**src/rtl/mdu_hilo_ctrl.sv**
```systemverilog
// MDU front end: decodes multiply / HI-LO moves, launches the pipelined multiplier and owns HI/LO.
// Define MDU_MADD_EN to enable the MADD/MADDU/MSUB/MSUBU accumulate datapath.
module mdu_hilo_ctrl (
    input  logic        clk,
    input  logic        reset,
    input  logic        op_valid,
    input  logic [3:0]  op,
    input  logic [31:0] rs_val,
    input  logic [31:0] rt_val,
    input  logic        rd_req,
    input  logic        flush,
    output logic        stall,
    output logic        md_busy,
    output logic [31:0] hi,
    output logic [31:0] lo,
    output logic        mul_start,
    output logic        mul_sign,
    output logic [31:0] mul_a,
    output logic [31:0] mul_b,
    input  logic [63:0] mul_result,
    input  logic        mul_busy
);

    typedef enum logic {ST_IDLE = 1'b0, ST_WAIT = 1'b1} state_t;

    state_t      state_q, state_d;
    logic [31:0] hi_q, hi_d;
    logic [31:0] lo_q, lo_d;
    logic        is_mul_s, is_signed_s, is_mthi_s, is_mtlo_s;
    logic        accept_s;
    logic [63:0] acc_s;
`ifdef MDU_MADD_EN
    typedef enum logic [1:0] {MODE_WR = 2'd0, MODE_ADD = 2'd1, MODE_SUB = 2'd2} mode_t;
    mode_t       mode_q, mode_d, op_mode_s;
`endif

    // Operation decode
    always_comb begin
        is_mul_s    = 1'b0;
        is_signed_s = 1'b0;
        is_mthi_s   = 1'b0;
        is_mtlo_s   = 1'b0;
`ifdef MDU_MADD_EN
        op_mode_s   = MODE_WR;
`endif
        case (op)
            4'd1: begin is_mul_s = 1'b1; is_signed_s = 1'b1; end
            4'd2: is_mul_s = 1'b1;
`ifdef MDU_MADD_EN
            4'd3: begin is_mul_s = 1'b1; is_signed_s = 1'b1; op_mode_s = MODE_ADD; end
            4'd4: begin is_mul_s = 1'b1; op_mode_s = MODE_ADD; end
            4'd5: begin is_mul_s = 1'b1; is_signed_s = 1'b1; op_mode_s = MODE_SUB; end
            4'd6: begin is_mul_s = 1'b1; op_mode_s = MODE_SUB; end
`endif
            4'd7: is_mthi_s = 1'b1;
            4'd8: is_mtlo_s = 1'b1;
            default: ;
        endcase
    end

    // Completion value: plain write, or accumulate into the current HI/LO pair
    always_comb begin
`ifdef MDU_MADD_EN
        case (mode_q)
            MODE_ADD: acc_s = {hi_q, lo_q} + mul_result;
            MODE_SUB: acc_s = {hi_q, lo_q} - mul_result;
            default:  acc_s = mul_result;
        endcase
`else
        acc_s = mul_result;
`endif
    end

    // Issue is only possible from IDLE; reset and flush suppress any launch
    assign accept_s = op_valid & ~stall & ~flush & ~reset & (state_q == ST_IDLE);

    // State and HI/LO registers
    always_ff @(posedge clk) begin
        if (reset) begin
            state_q <= ST_IDLE;
            hi_q    <= 32'd0;
            lo_q    <= 32'd0;
`ifdef MDU_MADD_EN
            mode_q  <= MODE_WR;
`endif
        end else begin
            state_q <= state_d;
            hi_q    <= hi_d;
            lo_q    <= lo_d;
`ifdef MDU_MADD_EN
            mode_q  <= mode_d;
`endif
        end
    end

    // Next-state logic
    always_comb begin
        state_d = state_q;
        hi_d    = hi_q;
        lo_d    = lo_q;
`ifdef MDU_MADD_EN
        mode_d  = mode_q;
`endif
        case (state_q)
            ST_IDLE: begin
                if (accept_s && is_mul_s) begin
                    state_d = ST_WAIT;
`ifdef MDU_MADD_EN
                    mode_d  = op_mode_s;
`endif
                end else if (accept_s && is_mthi_s) begin
                    hi_d = rs_val;
                end else if (accept_s && is_mtlo_s) begin
                    lo_d = rs_val;
                end else begin
                    state_d = ST_IDLE;
                end
            end
            ST_WAIT: begin
                // A flush discards the pending product even on its completion cycle
                if (flush) begin
                    state_d = ST_IDLE;
                end else if (!mul_busy) begin
                    state_d      = ST_IDLE;
                    {hi_d, lo_d} = acc_s;
                end else begin
                    state_d = ST_WAIT;
                end
            end
            default: state_d = ST_IDLE;
        endcase
    end

    // Outputs
    always_comb begin
        md_busy   = (state_q == ST_WAIT);
        stall     = (op_valid | rd_req) & md_busy;
        mul_start = accept_s & is_mul_s;
        mul_sign  = is_mul_s & is_signed_s;
        mul_a     = rs_val;
        mul_b     = rt_val;
        hi        = hi_q;
        lo        = lo_q;
    end

endmodule

```
**config.mk**
```make
export PLATFORM = sky130hd
export DESIGN_NAME = mdu_hilo_ctrl
export DESIGN_NICKNAME = d
export VERILOG_FILES = /design/src/rtl/mdu_hilo_ctrl.sv
export SDC_FILE = /design/constraint.sdc
export NUM_CORES = 1
export LEC_CHECK = 0
export ABC_AREA = 1
export CAP_MARGIN = 10
export CELL_PAD_IN_SITES_DETAIL_PLACEMENT = 1
export CELL_PAD_IN_SITES_GLOBAL_PLACEMENT = 1
export CORE_MARGIN = 2
export CORE_UTILIZATION = 23
export CTS_CLUSTER_DIAMETER = 100
export DETAILED_ROUTE_END_ITERATION = 6
export PLACE_DENSITY = 0.83
export SYNTH_ARGS = -nofsm -noshare
export SYNTH_HDL_FRONTEND = slang
export SYNTH_SLANG_ARGS = --single-unit
```
**constraint.sdc**
```tcl
create_clock -name clk -period 1.7 [get_ports clk]
set_clock_uncertainty 0.1 [all_clocks]
set_input_delay 0.255 -clock clk [delete_from_list [all_inputs] [get_ports clk]]
set_output_delay 0.255 -clock clk [all_outputs]
set_load 0.02 [all_outputs]
```
==> run summary, run 1 <==
Routability-driven placement finished with a final weighted congestion of 0.796. The final layout contains 873 nets. Traced cell by cell, the critical path runs through clkdlybuf4s50_1. Once layout is complete, the utilization of the core stands at 39.6%. Setup total negative slack on the finished layout was measured at 0 ns. Of all cell types, the one taking the most synthesized area is sky130_fd_sc_hd__dfxtp_1. The die is 134 um tall. The run gives 725 as the total nets after synthesis. The first global-routing pass estimated 21,700 um of wire. The setup path with the least slack is of type reg -> out.

The count of max-cap constraint violations was 0; the via count of the first global-routing pass was 4,120. From left edge to right edge, the die measures 134 um. The kind of cell adding the most delay to the critical path was buffers and inverters. The tree is rooted in a sky130_fd_sc_hd__clkbuf_16. The library cells used most frequently in the layout, excluding fill and tap cells, are sky130_fd_sc_hd__clkdlybuf4s50_1 (144), sky130_fd_sc_hd__a21oi_1 (113), sky130_fd_sc_hd__nor2_1 (103). For this run, the top clock speed supported by timing is 602 MHz. Hold repair after CTS inserted 0 buffers. Buffers inserted during clock tree synthesis total 9. STA puts the critical path data required time at 1.34 ns.

Remaining number of nets flagged by the antenna check after routing: 0. Subtracting the final worst setup slack from the clock period gives 1.66 ns. The start point of the worst min-delay path was reset.

The top cell type by area accounts for 33.7% of the synthesized area. For this block, the initial DRC count from the detailed router was 170. CTS built an H-tree with a depth of 3.

Clock tree synthesis found a total of 65 sinks. The logs give 3.14 nW for the standby leakage power and 15,400 um for the total wire length. The final critical path takes up 97.7% of the cycle. TritonCTS built the clock tree. The standard cell area after detailed placement came out at 0.00583 mm^2.

Once routing completed, OpenROAD measured the worst setup slack at 0.0391 ns. The most common library cell in the layout ignoring fill and taps was sky130_fd_sc_hd__clkdlybuf4s50_1. Row generation in the floorplan step produced 47 rows. Dividing the detail-routed wire length by the instance count gives 16.0 um. Post-synthesis area per instance: 6.57 um^2. For the headroom to the max-slew limit, the log shows 74.4%.

The kind of start point of the critical path was a flip-flop. After synthesis, flip-flops and latches occupy 33.7% of the total area. The global-route usage over all layers came out at 15.3%. The flow ran to the end, and the final reports show no timing, DRC or antenna violations. The count of buffer and inverter cells on the critical path is 1. In this design, the stage delay of the slowest critical-path cell is 0.63 ns. Pin placement for this block handled 270 I/O pins. Signed area change from the synthesized netlist to the final layout: 68.9%.

The largest buffer count on any clock path is 2, and the final routed DRC violation total is 0. The number of antenna violations at the first check in global routing is 0. Endpoint type of the worst setup path: an output pin. Summed over all nets, the half-perimeter wirelength after detailed placement is 10,500 um. The number of synthesized register bits was 65. The count of antenna diodes in the layout came out at 0. Summing every instance area after synthesis gives 0.00386 mm^2.

Before antenna repair, the detailed router went through 4 iterations. In this run the power density over the cells is 695 mW/mm^2. After detailed routing, the number of vias per cell comes to 4.52. The tools report the total number of vias as 4,338. For the area enclosed by the die boundary, the log shows 0.0178 mm^2. In this run the worst path has a maximum fanout of 2.

Counting distinct cell types in the post-synthesis netlist gives 21. During synthesis, Yosys emitted a total of 0 warnings. During placement, the flow inserted port buffers numbering 205.

Data on the critical path arrives at its endpoint at 1.31 ns. The total overflow left after global routing is 0. The critical path launch point is lo[0]. Entering global routing, the biggest net connects 43 pins. The peak supply drop is 433 uV.

The origin of the critical flop-to-flop path was md_busy. The number of pins with negative max-slew slack in the final report was 0; the clock slew seen by the registers of the worst setup and hold paths was 0.06 ns. On the critical path, the stage with the largest delay is an instance of sky130_fd_sc_hd__clkdlybuf4s50_1. Setup violations remaining at the end of the flow were counted as 0. The finished cells cover 0.00652 mm^2.

In the post-synthesis netlist, the biggest area contributors are sky130_fd_sc_hd__dfxtp_1 (34%), sky130_fd_sc_hd__a21oi_1 (17%), sky130_fd_sc_hd__buf_4 (13%). For the worst-skew pair, the clock arrives at the later sink with an insertion delay of 0.33 ns. The cell count after synthesis came out at 587. Once the floorplan was initialized, standard cells occupied 23.4% of the core. Of the cells placed in the final design, the portion with a size suffix greater than 1 is 11.2%. Setup repair after global routing left no endpoint under its margin. Prior to clock tree synthesis, the placed netlist has a worst setup slack of -0.410 ns. The number of endpoints with negative hold slack in the final report came out at 0.

The worst hold-check path type was in -> reg. The core region is 0.0165 mm^2. At the pin with the least slew margin, the transition time is 0.384 ns.
-- state kept, by name, indices dropped and copies added (netlist names) --
name / flops
hi: 32
lo: 32
md_busy: 1
-- cell type report --
cell class / instances / area (um^2)
clock buffers: 10 / 239
multi-input cells: 376 / 1770
clock inverters: 6 / 115
fillers: 2028 / 9950
flip-flops and latches: 65 / 1310
well taps: 220 / 275
inverters: 40 / 153
repair buffers: 243 / 2660
-- per-layer routing --
metal	vias up	routed length, um	global-route usage (%)	part of all wire, %
met5	-	0	0	0
met4	0	250	5.26	1.6
met3	22	1090	4.60	7.1
met2	134	7240	25.5	47
met1	2036	6810	18.9	44
li1	2146	-	-	-
-- Yosys cell counts --
| master | n |
|---|---|
| sky130_fd_sc_hd__a21oi_1 | 128 |
| sky130_fd_sc_hd__a31oi_1 | 1 |
| sky130_fd_sc_hd__buf_1 | 2 |
| sky130_fd_sc_hd__buf_2 | 15 |
| sky130_fd_sc_hd__buf_4 | 67 |
| sky130_fd_sc_hd__buf_6 | 4 |
| sky130_fd_sc_hd__clkbuf_1 | 18 |
| sky130_fd_sc_hd__dfxtp_1 | 65 |
| sky130_fd_sc_hd__inv_1 | 38 |
| sky130_fd_sc_hd__inv_2 | 1 |
| sky130_fd_sc_hd__inv_4 | 1 |
| sky130_fd_sc_hd__nand2_1 | 70 |
| sky130_fd_sc_hd__nand2_2 | 1 |
| sky130_fd_sc_hd__nand3_1 | 65 |
| sky130_fd_sc_hd__nand3_4 | 1 |
| sky130_fd_sc_hd__nand4_1 | 1 |
| sky130_fd_sc_hd__nor2_1 | 104 |
| sky130_fd_sc_hd__nor2_2 | 1 |
| sky130_fd_sc_hd__nor2_4 | 2 |
| sky130_fd_sc_hd__nor4_1 | 1 |
| sky130_fd_sc_hd__o21ai_4 | 1 |
-- report_power, final --
group | total, mW | leakage [nW] | internal [mW] | switching (mW)
combinational | 0.777 | 2.45 | 0.421 | 0.356
clock | 2.19 | 0.169 | 1.48 | 0.711
sequential | 1.56 | 0.526 | 1.55 | 0.0144
total | 4.53 | 3.14 | 3.45 | 1.08
-- cell families (layout without fill, tap and decap cells) --
group	Yosys count	count (layout)	synth area share, %
simple gates	246	246	27.0
buf+inv	146	299	22.0
compound gates	130	130	17.2
flops	65	65	33.7
-- through the flow --
step | std cells | hold slack (ns) | power [mW]
final | 960 | 0.150 | 4.53
after global placement | 934 | 0.360 | 2.36
after CTS | 950 | 0.382 | 4.58
after floorplan | 587 | 0.227 | 2.06
after detailed placement | 934 | 0.367 | 2.38
after global routing | 960 | 0.154 | 4.73
-- timing repair --
item	CTS	global route
gates cloned	0	8
setup endpoints to repair	27	80
pin swaps	0	3
buffers inserted	0	2
resized for setup	35	53
-- path summary, 6_finish.rpt --
kind	to	cells after the start	slack [ns]
worst max-delay path	lo[0]	1	0.04
worst min-delay path	md_busy	3	0.15
worst max register to register	lo[22]	8	0.15
worst min register to register	lo[29]	2	0.37
-- worst min-delay path, stage by stage --
cell                             delay [ns]
sky130_fd_sc_hd__dlymetal6s2s_1        0.12
sky130_fd_sc_hd__buf_4                 0.13
sky130_fd_sc_hd__nor2_1                0.03
(Power assumes the default switching activity.)
==> run 2: changes to the inputs <==
--- a/config.mk
+++ b/config.mk
@@ -13,6 +13,7 @@
 export CORE_UTILIZATION = 23
 export CTS_CLUSTER_DIAMETER = 100
 export DETAILED_ROUTE_END_ITERATION = 6
+export HOLD_SLACK_MARGIN = 0.1
 export PLACE_DENSITY = 0.83
 export SYNTH_ARGS = -nofsm -noshare
 export SYNTH_HDL_FRONTEND = slang
==> results of run 2 <==
Final layout, timing and power as in run 1 (identical DEF).
